## config.mk

```make
export PLATFORM = sky130hd
export DESIGN_NAME = load_store_unit
export DESIGN_NICKNAME = d
export VERILOG_FILES = /design/src/rtl/load_store_unit.sv
export SDC_FILE = /design/constraint.sdc
export NUM_CORES = 1
export LEC_CHECK = 0
export ABC_AREA = 1
export CAP_MARGIN = 20
export CORE_AREA = 2 2 116 118
export CTS_BUF_LIST = sky130_fd_sc_hd__clkbuf_8
export CTS_CLUSTER_SIZE = 30
export DETAILED_ROUTE_END_ITERATION = 16
export DIE_AREA = 0 0 118 120
export PLACE_DENSITY = 0.79
export SKIP_CTS_REPAIR_TIMING = 1
export SKIP_LAST_GASP = 1
export SYNTH_ARGS = -nofsm -noshare
export SYNTH_HDL_FRONTEND = slang
export SYNTH_SLANG_ARGS = --single-unit
```

## constraint.sdc

```tcl
create_clock -name clk_i -period 1.7 [get_ports clk_i]
set_input_delay 0.17 -clock clk_i [delete_from_list [all_inputs] [get_ports clk_i]]
set_output_delay 0.17 -clock clk_i [all_outputs]
set_load 0.005 [all_outputs]
```

## src/rtl/load_store_unit.sv

```systemverilog
// Data-memory initiator: one load/store at a time, sub-word stores done as read-modify-write.
// Optional feature: define MISALIGN_TRAP_EN to reject misaligned H/HU/W requests.
module load_store_unit #(
  parameter int WIDTH = 32
) (
  input  logic             clk_i,
  input  logic             rst_ni,
  input  logic             req_valid_i,
  output logic             req_ready_o,
  input  logic             req_we_i,
  input  logic [2:0]       req_funct3_i,
  input  logic [WIDTH-1:0] req_addr_i,
  input  logic [WIDTH-1:0] req_wdata_i,
  output logic             rsp_valid_o,
  output logic [WIDTH-1:0] rsp_rdata_o,
  output logic             rsp_err_o,
  output logic [WIDTH-1:0] mem_a_o,
  output logic             mem_we_o,
  output logic [WIDTH-1:0] mem_wd_o,
  input  logic [WIDTH-1:0] mem_rd_i
);

  typedef enum logic [1:0] {IDLE, ACCESS, MERGE_WR, RESP} state_e;

  localparam logic [2:0] F3_B  = 3'b000;
  localparam logic [2:0] F3_H  = 3'b001;
  localparam logic [2:0] F3_W  = 3'b010;
  localparam logic [2:0] F3_BU = 3'b100;
  localparam logic [2:0] F3_HU = 3'b101;

  state_e           state_q, state_d;
  logic             we_q;
  logic [2:0]       funct3_q;
  logic [WIDTH-1:0] addr_q, wdata_q;
  logic             err_q;
  logic [WIDTH-1:0] rdata_q, rdata_d;
  logic [WIDTH-1:0] mem_wd_q, mem_wd_d;

  logic             req_fire;
  logic             req_illegal;
  logic             sub_word_store;
  logic [WIDTH-1:0] load_fmt;
  logic [WIDTH-1:0] merge_word;

  assign req_fire       = req_valid_i && (state_q == IDLE);
  assign sub_word_store = we_q && !err_q && (funct3_q != F3_W);

  always_comb begin
    req_illegal = 1'b0;
    unique case (req_funct3_i)
      F3_B, F3_H, F3_W: req_illegal = 1'b0;
      F3_BU, F3_HU:     req_illegal = req_we_i;
      default:          req_illegal = 1'b1;
    endcase
`ifdef MISALIGN_TRAP_EN
    if ((req_funct3_i[1:0] == 2'b01) && req_addr_i[0])
      req_illegal = 1'b1;
    if ((req_funct3_i == F3_W) && (req_addr_i[1:0] != 2'b00))
      req_illegal = 1'b1;
`endif
  end

  always_comb begin
    load_fmt = '0;
    unique case (funct3_q)
      F3_B:    load_fmt = {{24{mem_rd_i[7]}}, mem_rd_i[7:0]};
      F3_H:    load_fmt = {{16{mem_rd_i[15]}}, mem_rd_i[15:0]};
      F3_W:    load_fmt = mem_rd_i;
      F3_BU:   load_fmt = {24'h0, mem_rd_i[7:0]};
      F3_HU:   load_fmt = {16'h0, mem_rd_i[15:0]};
      default: load_fmt = '0;
    endcase
  end

  assign merge_word = (funct3_q == F3_B) ? {mem_rd_i[31:8], wdata_q[7:0]}
                                         : {mem_rd_i[31:16], wdata_q[15:0]};

  // NOTE: every register, including the request latches, is cleared by the async reset.
  always_ff @(posedge clk_i or negedge rst_ni) begin
    if (!rst_ni) begin
      state_q <= IDLE;
    end else begin
      // NOTE: non-blocking so all registers update from the same pre-edge values.
      state_q <= state_d;
    end
  end

  always_ff @(posedge clk_i or negedge rst_ni) begin
    if (!rst_ni) begin
      we_q     <= 1'b0;
      funct3_q <= '0;
      addr_q   <= '0;
      wdata_q  <= '0;
      err_q    <= 1'b0;
      rdata_q  <= '0;
      mem_wd_q <= '0;
    end else begin
      if (req_fire) begin
        we_q     <= req_we_i;
        funct3_q <= req_funct3_i;
        addr_q   <= req_addr_i;
        wdata_q  <= req_wdata_i;
        err_q    <= req_illegal;
      end
      rdata_q  <= rdata_d;
      mem_wd_q <= mem_wd_d;
    end
  end

  // Rejected requests still spend one cycle in ACCESS (memory untouched) so every
  // single-access response arrives with the same latency.
  always_comb begin
    // NOTE: defaults first so no path through the case leaves a signal unassigned (no latch).
    rdata_d  = rdata_q;
    mem_wd_d = mem_wd_q;
    if (req_fire && req_we_i && !req_illegal && (req_funct3_i == F3_W))
      mem_wd_d = req_wdata_i;
    if (state_q == ACCESS) begin
      rdata_d = (we_q || err_q) ? '0 : load_fmt;
      if (sub_word_store)
        mem_wd_d = merge_word;
    end
  end

  always_comb begin
    state_d = state_q;
    unique case (state_q)
      IDLE:     if (req_valid_i) state_d = ACCESS;
      ACCESS:   state_d = sub_word_store ? MERGE_WR : RESP;
      MERGE_WR: state_d = RESP;
      RESP:     state_d = IDLE;
      default:  state_d = IDLE;
    endcase
  end

  always_comb begin
    req_ready_o = (state_q == IDLE);
    rsp_valid_o = (state_q == RESP);
    rsp_err_o   = (state_q == RESP) && err_q;
    rsp_rdata_o = rdata_q;
    mem_a_o     = addr_q;
    mem_wd_o    = mem_wd_q;
    mem_we_o    = (state_q == MERGE_WR) ||
                  ((state_q == ACCESS) && we_q && !err_q && (funct3_q == F3_W));
  end

endmodule

```

== Word level (Yosys, flattened, before mapping) ==
Cells that the tools add are included.

* Equal/unequal tests: 13
* Muxes and demuxes: 10
* Reductions and logical operators: 19

{| class="wikitable"
|+ Operators by type and width
! operator !! count
|-
| $pmux W32 S5 || 1
|-
| $mux W32 || 4
|-
| $mux W16 || 1
|-
| $eq A3 B3 Y1 const B || 4
|-
| $logic_and A1 B1 Y1 || 10
|-
| $pmux W2 S4 || 1
|-
| $eq A3 B1 Y1 const B || 2
|-
| $eq A3 B2 Y1 const B || 2
|-
| $logic_not A3 Y1 || 2
|-
| $eq A2 B2 Y1 const B || 2
|-
| $ne A3 B2 Y1 const B || 1
|-
| $reduce_or A3 Y1 || 1
|-
| $eq A2 B1 Y1 const B || 1
|-
| $logic_not A1 Y1 || 2
|-
| $logic_not A2 Y1 || 1
|-
| $logic_or A1 B1 Y1 || 2
|-
| $mux W2 || 1
|-
| $ne A2 B2 Y1 const B || 1
|-
| $pmux W1 S2 || 1
|-
| $reduce_or A2 Y1 || 1
|-
| $mux W1 || 1
|}

* Bits in registers: 119
* Input bits: 103
* Output and inout port bits: 100
* Word-level logic and storage cells: 50

== Depth between registers and ports, before layout ==
* Word-level depth: 9
* Mapped depth: 9
* Gate-level depth less buffers: 8

== Worst setup path after synthesis ==
No wires, ideal clock.

* Kind: reg2reg
* Start point: register state_q[0]
* End point: register mem_wd_q[10], in the netlist mem_wd_o[10]
* Setup time: 117 ps
* Arrival: 1371 ps
* Required time: 1583 ps
* Slack: 211 ps
* Cell stages (with the launch flop): 9
* Buffers on the path: 1
* Clock period less this slack: 1489 ps
* Path through: dfrtp_1 inv_1 ha_1 nand3_2 inv_1 buf_2 nand3_1 nand3_1 nand2_1

* Longest elaborated chain between the ends: 8
* Elaborated cells on any way between the ends: 9
* Those cells by class: eq/ne (1); mux (3); reduce/logical (5)

{| class="wikitable"
|+ RTL lines
! element !! line !! text
|-
| start, declared || 31 || <nowiki>state_e state_q, state_d;</nowiki>
|-
| start signal, assigned || 84 || <nowiki>state_q <= state_d;</nowiki>
|-
| $logic_not A2 Y1 (*) || n/a ||
|-
| named net req_ready_o || 9 || <nowiki>output logic req_ready_o,</nowiki>
|-
| $logic_and A1 B1 Y1 (*) || 45 || <nowiki>assign req_fire = req_valid_i && (state_q == IDLE);</nowiki>
|-
| $logic_and A1 B1 Y1 (*) (3 in a row) || 116 || <nowiki>if (req_fire && req_we_i && !req_illegal && (req_funct3_i == F3_W))</nowiki>
|-
| $mux W32 (*) || 116 ||
|-
| $mux W32 || 120 || <nowiki>if (sub_word_store)</nowiki>
|-
| $mux W32 (*) || 118 || <nowiki>if (state_q == ACCESS) begin</nowiki>
|-
| named net mem_wd_d[10] || 37 || <nowiki>logic [WIDTH-1:0] mem_wd_q, mem_wd_d;</nowiki>
|-
| end signal, assigned || 106 || <nowiki>mem_wd_q <= mem_wd_d;</nowiki>
|-
| end, declared || 37 ||
|}

Mark *: on every way through the listed nets, which the timed path passes. The rest lies on a longest branch.
A chain may end at the register's enable or synchronous reset.

== Worst setup path in the final report ==
* Start point: register state_q[0]
* End point: output mem_we_o

* Longest elaborated chain between the ends: 5
* Elaborated cells on any way between the ends: 6
* Those cells by class: eq/ne (2); reduce/logical (4)

{| class="wikitable"
|+ RTL lines
! element !! line !! text
|-
| $eq A2 B1 Y1 || 144 || <nowiki>((state_q == ACCESS) && we_q && !err_q && (funct3_q == F3_W));</nowiki>
|-
| $logic_and A1 B1 Y1 (3 in a row) || 144 ||
|-
| $logic_or A1 B1 Y1 (*) || 143 || <nowiki>mem_we_o = (state_q == MERGE_WR) ||</nowiki>
|-
| end, declared || 18 || <nowiki>output logic mem_we_o,</nowiki>
|}

Every way passes the cells marked *; elsewhere a longest branch is shown, timed or not.

==> results.cfg <==
[status]
status = finished with violations
violations = setup timing

[critical_path]
crit_path_end_kind = primary output
r2r-start = state_q[0]
rr_endpoint = mem_wd_o[13]
ff2ff_setup_slack_ns = 0.14
crit_end = mem_we_o
required_ns = 1.53
worstPathMaxFanout = 5
criticalPathCategory = flip-flop to primary output
startpoint_type = flip-flop
ff2ff_path_depth = 9
crit_start = state_q[0]
arrival_ns = 1.57

[timing]
final_max_slew_viol_count = 0
post-route-period-util_pct = 102
fmax_mhz = 575
tns_ns = -0.0405
skew_ns = 0.0115
rsz0062_at_grt = yes
fin_ws_ns = -0.0405
max_slew.worst_pin.slew_ns = 0.341
slew_headroom_pct = 77.2
hold_violations = 0
setup_viol = 1
post-route-min-period_ns = 1.74
hold_slack_ns = 0.150

[final_layout]
final_nets = 1029
fin_cells = 1110
finalCoreUtilization_pct = 65.5
area_delta_synth_final_pct = 49.5
layout-drive-gt1-share_pct = 7.92
fin_area_um2 = 8500
antennaDiodeCount = 0
fillCellCount = 1122

[floorplanning]
io_pins = 203
row_count = 42
design.core.area_um2 = 13000
die_h_um = 120
die_area_um2 = 14200
die_width_um = 118
start_util_pct = 43.8

[clock_tree]
cts_buffers = 17
ctsRootBufferMaster = clkbuf_8
htreeDepth = 4
clkTransAtPathRegs_ns = 0.08
clock_sinks = 119
ctsLongestPathBuffers = 2
clock_latency_ns = 0.44
cts_tree = yes

[place]
portBuffers = 202
routabilityCongestion = 0.829
place_area_um2 = 7980
dp_cells = 1075
hpwlAfterDp_um = 11600
place_ws_ns = -0.00883

[drt]
vias_per_cell = 4.91
avgRoutedWirePerCell_um = 14.9
drtAntennaViolNets = 0
drt_iter0_markers = 391
remaining_drc_errors = 0
dr_total_vias = 5455
dr.pass1.iters = 5
drt-total-wl_um = 16600

[flow_run]
maxCapViolations = 0

[synthesis]
synthCells = 720
synth.avg_cell_area_um2 = 7.89
yosysMostFrequentCell = nand2_1
syn_area_um2 = 5680
netlist.area_leader.share_pct = 52.4
ys_top_cells_by_area = dfrtp_1 (52%), nand2_1 (21%), nand3_1 (8.5%)
synth-edff-count = 0
ys_seq_area_share_pct = 52.4
ys_ff_latch = 119
synth.distinct_cells = 25
ys_warn_count = 0
yosys.area.top_type = dfrtp_1
synth_common_cells = nand2_1 (316), dfrtp_1 (119), nand3_1 (97)
syn_nets = 828
async_flop_share_pct = 100
synthFlopType = dfrtp_1

[min_path]
hp-class = primary input to asynchronous set/reset pin

[grt]
grt_pass1_vias = 5279
grt_max_degree = 68
grt-ovfl-total = 0
gr-usage-all-layers_pct = 24.3
antenna_found_initial = 0
grt_pass1_wl_um = 26900

[power_and_ir_drop]
vdd_ir_drop_max_mv = 0.809
p_per_area_nw_per_um2 = 1620
p_leak_nw = 4.28
power_mw = 13.7
[where the power goes]
| group | internal, mW | switching (mW) |
|---|---|---|
| combinational | 3.30 | 2.94 |
| clock | 1.50 | 1.23 |
| sequential | 4.06 | 0.703 |
[logic make-up after synthesis]
family	count (synthesis)	share of synthesized area [%]
AOI/OAI and AO/OA	58	6.60
and+or+nand+nor	441	32.1
DFF	119	52.4
adders and majority gates	5	1.10
buffers and inverters	97	7.79
[worst max-delay path: stages (launching register included)]
cell and delay, ns:
dfrtp_2 0.44, ha_1 0.22, nand2_1 0.08, nor2_2 0.04
a31o_2 0.19, dlymetal6s2s_1 0.15
[worst min-delay path by stage]
stage	end	slack, ns	cells after the start
2_1_floorplan	err_q	-0.13	0
3_3_place_gp	mem_wd_o[16]	0.08	1
3_5_place_dp	mem_wd_o[16]	0.08	1
4_1_cts	mem_wd_o[18]	-0.41	1
5_1_grt	mem_wd_o[18]	0.16	2
6_report	mem_wd_o[18]	0.15	2
[final cells by class]
class | instances | area (um^2) | area share [%]
clock buffer | 18 | 248 | 2.92
clock inverter | 14 | 174 | 2.05
inverter | 54 | 210 | 2.47
multi-input combinational | 504 | 2290 | 27.0
sequential | 119 | 2980 | 35.1
tap | 176 | 220 | 2.59
timing repair buffer | 225 | 2380 | 28.0
[layer usage]
layer	up-vias	part of all wire [%]	wire length (um)	global-route usage [%]
met4	0	2.2	371	9.41
met2	243	48	7900	39.3
met1	2529	41	6800	29.6
li1	2657	-	-	-
met5	-	0	0	0
met3	26	9.1	1520	8.94
[flip-flops by register name, indices dropped and copies added (netlist names)]
signal,flops
state_q,2
mem_a_o,32
we_q,1
wdata_q,16
rsp_rdata_o,32
funct3_q,3
mem_wd_o,32
err_q,1
[placed cells by master (no fill, tap or decap), types with 2 or more instances in the layout]
cell type / Yosys / layout
bufinv_16: 0 / 3
ha_1: 5 / 3
nand2_1: 316 / 315
nand2_2: 2 / 2
nor2_1: 20 / 18
dfrtp_1: 119 / 118
inv_1: 52 / 50
nand3_2: 2 / 2
clkdlybuf4s50_1: 0 / 197
o21bai_1: 32 / 32
clkinvlp_4: 0 / 4
nand2_4: 1 / 2
nor2_2: 1 / 3
inv_6: 0 / 4
clkinv_4: 0 / 2
nand3_1: 97 / 97
buf_12: 0 / 12
clkbuf_8: 0 / 18
buf_4: 8 / 9
o21ai_0: 22 / 22
inv_2: 1 / 2
dlymetal6s2s_1: 0 / 4
clkinv_2: 0 / 2
No activity file was read; power rests on OpenSTA's default activity.
